### src/rtl/divisor_arbitro.sv
// Round-robin front end that shares one fixed-latency pipelined divider among NREQ requesters,
// tagging each issued slot so results return to their owner; zero denominators bypass the divider.
module divisor_arbitro #(
  parameter int SIZE = 8,
  parameter int NREQ = 4,
  parameter int LAT  = 8
) (
  input  logic                 CLK,
  input  logic                 RST_N,
  input  logic [NREQ-1:0]      REQ,
  input  logic [NREQ*SIZE-1:0] NUM_IN,
  input  logic [NREQ*SIZE-1:0] DEN_IN,
  output logic [NREQ-1:0]      GNT,
  output logic [NREQ-1:0]      RESP_VALID,
  output logic [SIZE-1:0]      COC_OUT,
  output logic [SIZE-1:0]      RES_OUT,
  output logic                 DZ_OUT,
  output logic                 DIV_START,
  output logic [SIZE-1:0]      DIV_NUM,
  output logic [SIZE-1:0]      DIV_DEN,
  input  logic [SIZE-1:0]      DIV_COC,
  input  logic [SIZE-1:0]      DIV_RES,
  input  logic                 DIV_DONE,
  output logic                 BUSY,
  output logic                 ERR
);

  localparam int IDW = $clog2(NREQ);

  typedef struct packed {
    logic            valid;
    logic            dz;
    logic [IDW-1:0]  id;
    logic [SIZE-1:0] num;
  } tag_t;

  logic [IDW-1:0]  ptr_reg;
  logic [IDW-1:0]  ptr_next;
  logic [IDW-1:0]  cand_id [NREQ];
  logic            win_found;
  logic [IDW-1:0]  win_id;
  logic [SIZE-1:0] win_num;
  logic [SIZE-1:0] win_den;

  logic            div_start_reg;
  logic [SIZE-1:0] div_num_reg;
  logic [SIZE-1:0] div_den_reg;

  tag_t            tag_reg [LAT+1];
  tag_t            tag_next;
  tag_t            head;
  logic            head_ok;
  logic [LAT:0]    stage_valid;

  logic [NREQ-1:0] resp_valid_reg;
  logic [SIZE-1:0] coc_reg;
  logic [SIZE-1:0] res_reg;
  logic            dz_reg;
  logic            err_reg;

  // Search order starts at the pointer and wraps: cand_id[k] = (ptr + k) mod NREQ.
  for (genvar gi = 0; gi < NREQ; gi++) begin : g_cand
    logic [IDW:0] sum;
    assign sum = {1'b0, ptr_reg} + (IDW+1)'(gi);
    assign cand_id[gi] = (sum >= (IDW+1)'(NREQ)) ? IDW'(sum - (IDW+1)'(NREQ)) : sum[IDW-1:0];
  end

  always_comb begin
    win_found = 1'b0;
    win_id    = '0;
    for (int k = 0; k < NREQ; k++) begin
      if (!win_found && REQ[cand_id[k]]) begin
        win_found = 1'b1;
        win_id    = cand_id[k];
      end
    end
  end

  assign win_num  = NUM_IN[win_id*SIZE +: SIZE];
  assign win_den  = DEN_IN[win_id*SIZE +: SIZE];
  assign ptr_next = (win_id == IDW'(NREQ-1)) ? '0 : win_id + 1'b1;
  assign GNT      = (win_found && RST_N) ? (NREQ'(1) << win_id) : '0;

  always_ff @(posedge CLK or negedge RST_N) begin
    if (!RST_N) begin
      ptr_reg       <= '0;
      div_start_reg <= 1'b0;
      div_num_reg   <= '0;
      div_den_reg   <= '0;
    end else begin
      div_start_reg <= win_found && (win_den != '0);
      if (win_found) begin
        ptr_reg     <= ptr_next;
        div_num_reg <= win_num;
        div_den_reg <= win_den;
      end
    end
  end

  // Bypass slots still occupy a tag stage so responses keep grant order.
  always_comb begin
    tag_next       = '0;
    tag_next.valid = win_found;
    tag_next.dz    = (win_den == '0);
    tag_next.id    = win_id;
    tag_next.num   = win_num;
  end

  always_ff @(posedge CLK or negedge RST_N) begin
    if (!RST_N) tag_reg[0] <= '0;
    else        tag_reg[0] <= tag_next;
  end

  for (genvar gi = 1; gi <= LAT; gi++) begin : g_tag
    always_ff @(posedge CLK or negedge RST_N) begin
      if (!RST_N) tag_reg[gi] <= '0;
      else        tag_reg[gi] <= tag_reg[gi-1];
    end
  end

  for (genvar gi = 0; gi <= LAT; gi++) begin : g_busy
    assign stage_valid[gi] = tag_reg[gi].valid;
  end

  // The head stage lines up with the cycle the divider must raise DIV_DONE.
  assign head    = tag_reg[LAT];
  assign head_ok = head.valid && !head.dz;

  always_ff @(posedge CLK or negedge RST_N) begin
    if (!RST_N) begin
      resp_valid_reg <= '0;
      coc_reg        <= '0;
      res_reg        <= '0;
      dz_reg         <= 1'b0;
      err_reg        <= 1'b0;
    end else begin
      resp_valid_reg <= head.valid ? (NREQ'(1) << head.id) : '0;
      if (head.valid) begin
        if (head.dz) begin
          coc_reg <= '1;
          res_reg <= head.num;
          dz_reg  <= 1'b1;
        end else begin
          coc_reg <= DIV_COC;
          res_reg <= DIV_RES;
          dz_reg  <= 1'b0;
        end
      end
      if (DIV_DONE != head_ok) err_reg <= 1'b1;
    end
  end

  assign DIV_START  = div_start_reg;
  assign DIV_NUM    = div_num_reg;
  assign DIV_DEN    = div_den_reg;
  assign RESP_VALID = resp_valid_reg;
  assign COC_OUT    = coc_reg;
  assign RES_OUT    = res_reg;
  assign DZ_OUT     = dz_reg;
  assign ERR        = err_reg;
  assign BUSY       = (|stage_valid) || (|resp_valid_reg);

endmodule

### config.mk
export PLATFORM = sky130hd
export DESIGN_NAME = divisor_arbitro
export DESIGN_NICKNAME = d
export VERILOG_FILES = /design/src/rtl/divisor_arbitro.sv
export SDC_FILE = /design/constraint.sdc
export NUM_CORES = 1
export LEC_CHECK = 0
export CORE_MARGIN = 3
export CORE_UTILIZATION = 54
export CTS_BUF_LIST = sky130_fd_sc_hd__clkbuf_8
export CTS_CLUSTER_DIAMETER = 60
export DETAILED_ROUTE_END_ITERATION = 10
export GPL_ROUTABILITY_DRIVEN = 0
export PLACE_DENSITY = 0.87
export SLEW_MARGIN = 10
export SYNTH_ARGS = -nofsm -noshare
export SYNTH_HDL_FRONTEND = slang
export SYNTH_SLANG_ARGS = --single-unit
### constraint.sdc
create_clock -name CLK -period 8.1 [get_ports CLK]
set_input_delay 1.62 -clock CLK [delete_from_list [all_inputs] [get_ports CLK]]
set_output_delay 1.62 -clock CLK [all_outputs]
set_load 0.02 [all_outputs]
# == Yosys cells after proc, flatten, opt, wreduce, memory -nomap -nowiden ==
# Cells that the tools add are included.
# word_totals
reg_bits,149
latch_bits,0
mem_bits_rw,0
mem_bits_ro,0
input_bits,87
out_inout_bits,44
wordCells,108
n_memories,0
# classes
n_addsub,8
n_mul,0
div_mod_pow,0
magnitude_cmp,8
n_eq_ne,2
shifts,4
n_mux,26
bitwise_logic,0
reduce_logical,15
# ops
operator,count
32-bit by 6-bit indexed part select with 8-bit output,2
2-bit two-way mux,9
8-bit two-way mux,2
2-bit by 3-bit < comparator with 1-bit output (second input constant),4
3-bit greater-or-equal comparator (second input constant),3
1-bit two-way mux,9
9-bit OR reduction,1
1-bit binary-select mux with 2-bit select,4
8-bit zero test,1
4-bit two-way mux,2
8-bit nonzero test,1
1-bit by 2-bit << shifter with 4-bit output (first input constant),2
2-bit by 1-bit subtractor with 2-bit output (second input constant),4
2-bit by 2-bit adder with 3-bit output (second input constant),2
1-bit logical AND,6
1-bit zero test,4
4-bit OR reduction,1
2-bit by 1-bit adder with 3-bit output (second input constant),1
2-bit by 3-bit greater-or-equal comparator with 1-bit output (second input constant),1
2-bit by 1-bit adder with 2-bit output (second input constant),1
2-bit == test (second input constant),1
1-bit logical OR,1
1-bit != test,1

# == Depth between registers and ports, before layout ==
# depth
depth_word,17
ltp_mapped,10
ltp_nobuf,7

# == Least setup slack after synthesis ==
# No wires, ideal clock.
# synth_timing
path_kind,input to output
start,input port REQ[3]
end,output port GNT[0]
arrival_ns,3.249
required_ns,6.480
path_slack_ns,3.231
path_stages,8
path_buffers,3
cell_sequence,and3b_1 -> o21a_1 -> or3_1 -> buf_6 -> buf_2 -> buf_2 -> ha_1 -> and3_1
# synth_between
elab_chain_cells,14
elab_cells_between_ends,25
cone_classes,shift (1); mux (17); reduce/logical (7)
# synth_rtl
element,line_no,source
start: declaration,10,"input logic [NREQ-1:0] REQ,"
1-bit binary-select mux with 2-bit select,72,if (!win_found && REQ[cand_id[k]]) begin
1-bit two-way mux (implied by the code),72,
1-bit two-way mux,72,
1-bit zero test,72,
1-bit logical AND,72,
1-bit two-way mux,72,
1-bit zero test,72,
1-bit logical AND,72,
1-bit two-way mux,72,
1-bit zero test,72,
1-bit logical AND,72,
2-bit two-way mux or 1-bit two-way mux (tied branches),72,
1-bit by 2-bit << shifter with 4-bit output or 1-bit logical AND (tied branches),82,assign GNT = (win_found && RST_N) ? (NREQ'(1) << win_id) : '0;
4-bit two-way mux (*),82,
end: declaration,13,"output logic [NREQ-1:0] GNT,"
# Mark *: on every way between the ends. The rest lies on a longest branch, timed or not. The select of a mux whose other input is x is not followed.

==> metrics.md <==
| Metric | Value |
|---|---|
| Die Y-Extent | 102 microns |
| Max Cap Viol | 0 |
| Status | finished clean |
| Seq/Total Area, Yosys | 74.4% |
| Most used routing layer | met2 |
| H-tree depth | 4 |
| Clock power frac | 24.9% |
| Hold Path Class | flop to flop |
| Residual DRC count | 0 |
| Largest area contributor in the netlist | dfrtp_1 |
| Met3 Resource Use GR | 8.05% |
| Number of global-route vias before repair | 3186 |
| Clock-pin transition on the worst setup and hold timing paths | 70 ps |
| Final Setup Violations | 0 |
| # rows | 34 |
| RSZ-0062 raised after global routing | false |
| Critical Path Fanout Max | 35 |
| Crit path time final | 6250 ps |
| Net Sw Frac | 28.6% |
| Worst EP required | 6480 ps |
| Post-CTS setup buffers | 0 |
| CTS Buf Count | 17 |
| Setup TNS | 0 ps |
| P per Cell Area | 305 nW/um^2 |
| Unique masters post-synth | 37 |
| Setup CP Type | primary input to primary output |
| Startpoint Class | primary input |
| PortBufs | 130 |
| Layout Nets | 566 |
| GRT met2 Usage | 30.3% |
| Ports | 131 |
| Area growth from synthesis to layout | 35.4% |
| Placeable Area | 8850 sq um |
| Slew Limit Headroom | 32.6% |
| Max Slew Vio Count | 0 |
| Number of antenna violations at the first check in global routing | 0 |
| CTS Buffer Depth | 2 |
| Final period util | 77.2% |
| Post-synth top area share | 74.4% |
| TritonRoute pass-1 iters | 4 |
| FF+latch count, synth | 149 |
| Vias per cell | 5.09 |
| Synthesized netlist cell count | 337 |
| Met1 GRT Util | 22.2% |
| Global-route wire length before repair | 14700 microns |
| TritonCTS Sinks | 149 |
| Area contributors post-synth | dfrtp_1 (74%), mux2i_1 (9.8%), nand2_1 (3.1%), o22a_1 (1.4%), mux2_2 (1.1%) |
| Hold buffers post-CTS | 0 |
| CP Capture Type | primary output |
| Seq pwr share | 52.3% |
| Effective utilization at floorplan | 56.6% |
| Syn nets | 428 |
| CTS tree | done |
| Synth Cell Area | 5010 sq um |
| Worst vdd ir | 0.133 mV |
| Worst-margin pin slew | 1010 ps |
| Grt total ovfl | 0 |
| Area of the die | 10500 sq um |
| Internal power | 1.47 mW |
| Largest net degree at the start of global routing | 89 |
| Diode count | 0 |
| Clock latency on the worst-skew pair | 420 ps |
| Comb power frac | 22.9% |
| Gr usage total | 18.7% |
| Via Count | 3035 |
| Max reg flops | 88 |
| Routed Antenna Nets | 0 |
| Synth warnings | 0 |
| Chip width | 102 microns |
| Fin. Hold Viols | 0 |
| Max Freq | 160 MHz |
| Post-CTS sizing | 0 |
| Pleak | 3.05 nW |
| Async S/R FF share, synth | 100% |
| DP HPWL | 6670 microns |
| WL final | 9040 microns |
| DRT iter0 DRCs | 91 |
| Clock skew | 9.33 ps |
| Number of flops mapped to enable cells by yosys | 0 |
| Detailed-route wire length per cell | 15.2 microns |
| Root Buffer | clkbuf_8 |
| Crit path DAT | 4630 ps |
| Placed insts | 564 |
| Layout Cells excl Fill | 596 |
| Avg Inst Size Synth | 14.9 sq um |
| Switching Power | 0.591 mW |
| Most used DFF post-synth | dfrtp_1 |
| Share of cells above drive strength 1 | 9.43% |
## worst max-delay path, stage by stage
cell and delay (ps):
clkdlybuf4s50_1 570, and3b_1 210, o21a_1 170, or3_2 850
inv_2 240, ha_1 160, and3_1 150, clkdlybuf4s50_1 620
## power by group through the flow
stage	combinational, mW	sequential, mW	clock, mW
floorplan	0.212	1.12	0
global placement	0.467	1.07	0
detailed placement	0.477	1.10	0
CTS	0.479	1.09	0.530
global route	0.515	1.11	0.563
finish	0.473	1.08	0.513
## path summary, 6_finish.rpt
kind	start	end	slack (ps)	cells past startpoint
min in group asynchronous	RST_N	RESP_VALID[3]	1180	1
hold reg to reg	tag_reg[60]	tag_reg[48]	350	0
max in group asynchronous	RST_N	tag_reg[54]	5510	2
hold / removal	tag_reg[60]	tag_reg[48]	350	0
setup / recovery	REQ[3]	GNT[2]	1850	8
setup reg to reg	ptr_reg[1]	DIV_START	5210	7
## synthesized netlist by cell type (2+ instances only)
| library cell | instances |
|---|---|
| dfrtp_1 | 149 |
| mux2_2 | 5 |
| buf_2 | 3 |
| and2_1 | 3 |
| clkbuf_1 | 8 |
| nand2_1 | 42 |
| and3b_1 | 2 |
| a21oi_1 | 10 |
| nor4_1 | 3 |
| nor3_1 | 2 |
| nor2_1 | 13 |
| mux2i_1 | 49 |
| ha_1 | 4 |
| o31ai_1 | 2 |
| and3_1 | 5 |
| o21ai_0 | 4 |
| nand4_1 | 2 |
| nand2b_1 | 4 |
| o22a_1 | 8 |
| inv_1 | 2 |
## per-layer routing
metal | part of all wire (%) | routed length, microns
met5 | 0 | 0
met1 | 39 | 3520
met4 | 1.7 | 157
met3 | 9.9 | 898
met2 | 49 | 4470
## kinds of logic (layout without fill, tap and decap cells)
logic type                 after synthesis  after routing  synth area share [%]
AOI/OAI and AO/OA                       31             31                  4.25
adders and majority gates                4              4                 0.999
xor gates and xnor gates                 1              1                 0.175
and+or+nand+nor                         81             81                  7.49
buffers and inverters                   17            168                  1.72
muxes                                   54             54                  10.9
DFF                                    149            149                  74.4
## cells in the final DEF (no fill, tap or decap), types with 2 or more instances in the layout
cell             Yosys  routed
nand4_1              2       2
ha_1                 4       4
and3_1               5       5
a21oi_1             10      10
and2_1               3       3
o21ai_0              4       4
o22a_1               8       8
nor2_1              13      13
clkinvlp_4           0       4
clkdlybuf4s50_1      0     129
mux2_2               5       5
nor4_1               3       2
buf_4                0       3
and3b_1              2       2
mux2i_1             49      49
nor3_1               2       2
dfrtp_1            149     149
clkinv_4             0       5
nand2b_1             4       4
inv_1                2       3
o31ai_1              2       2
nand2_1             42      42
clkbuf_8             0      18
inv_6                0       2
## final cells by class
class,count,area [sq um]
clock buffers,18,248
clock inverters,14,130
fillers,565,2070
inverters,3,11.3
multi-input cells,171,1200
flip-flops and latches,149,3730
well taps,108,135
repair buffers,133,1330
## metrics by stage
| stage | setup WS (ps) | power, mW | cell area, sq um | hold WS (ps) | utilization [%] |
|---|---|---|---|---|---|
| 2_1_floorplan | 3230 | 1.34 | 5010 | 331 | - |
| 3_3_place_gp | 1970 | 1.54 | 6400 | 331 | 72.4 |
| 3_5_place_dp | 1850 | 1.58 | 6400 | 335 | 72.4 |
| 4_1_cts | 1850 | 2.09 | 6780 | 348 | 76.6 |
| 5_1_grt | 1700 | 2.18 | 6780 | 358 | 76.6 |
| 6_report | 1850 | 2.07 | 6780 | 346 | 76.6 |
No activity file was read; power rests on OpenSTA's default activity.
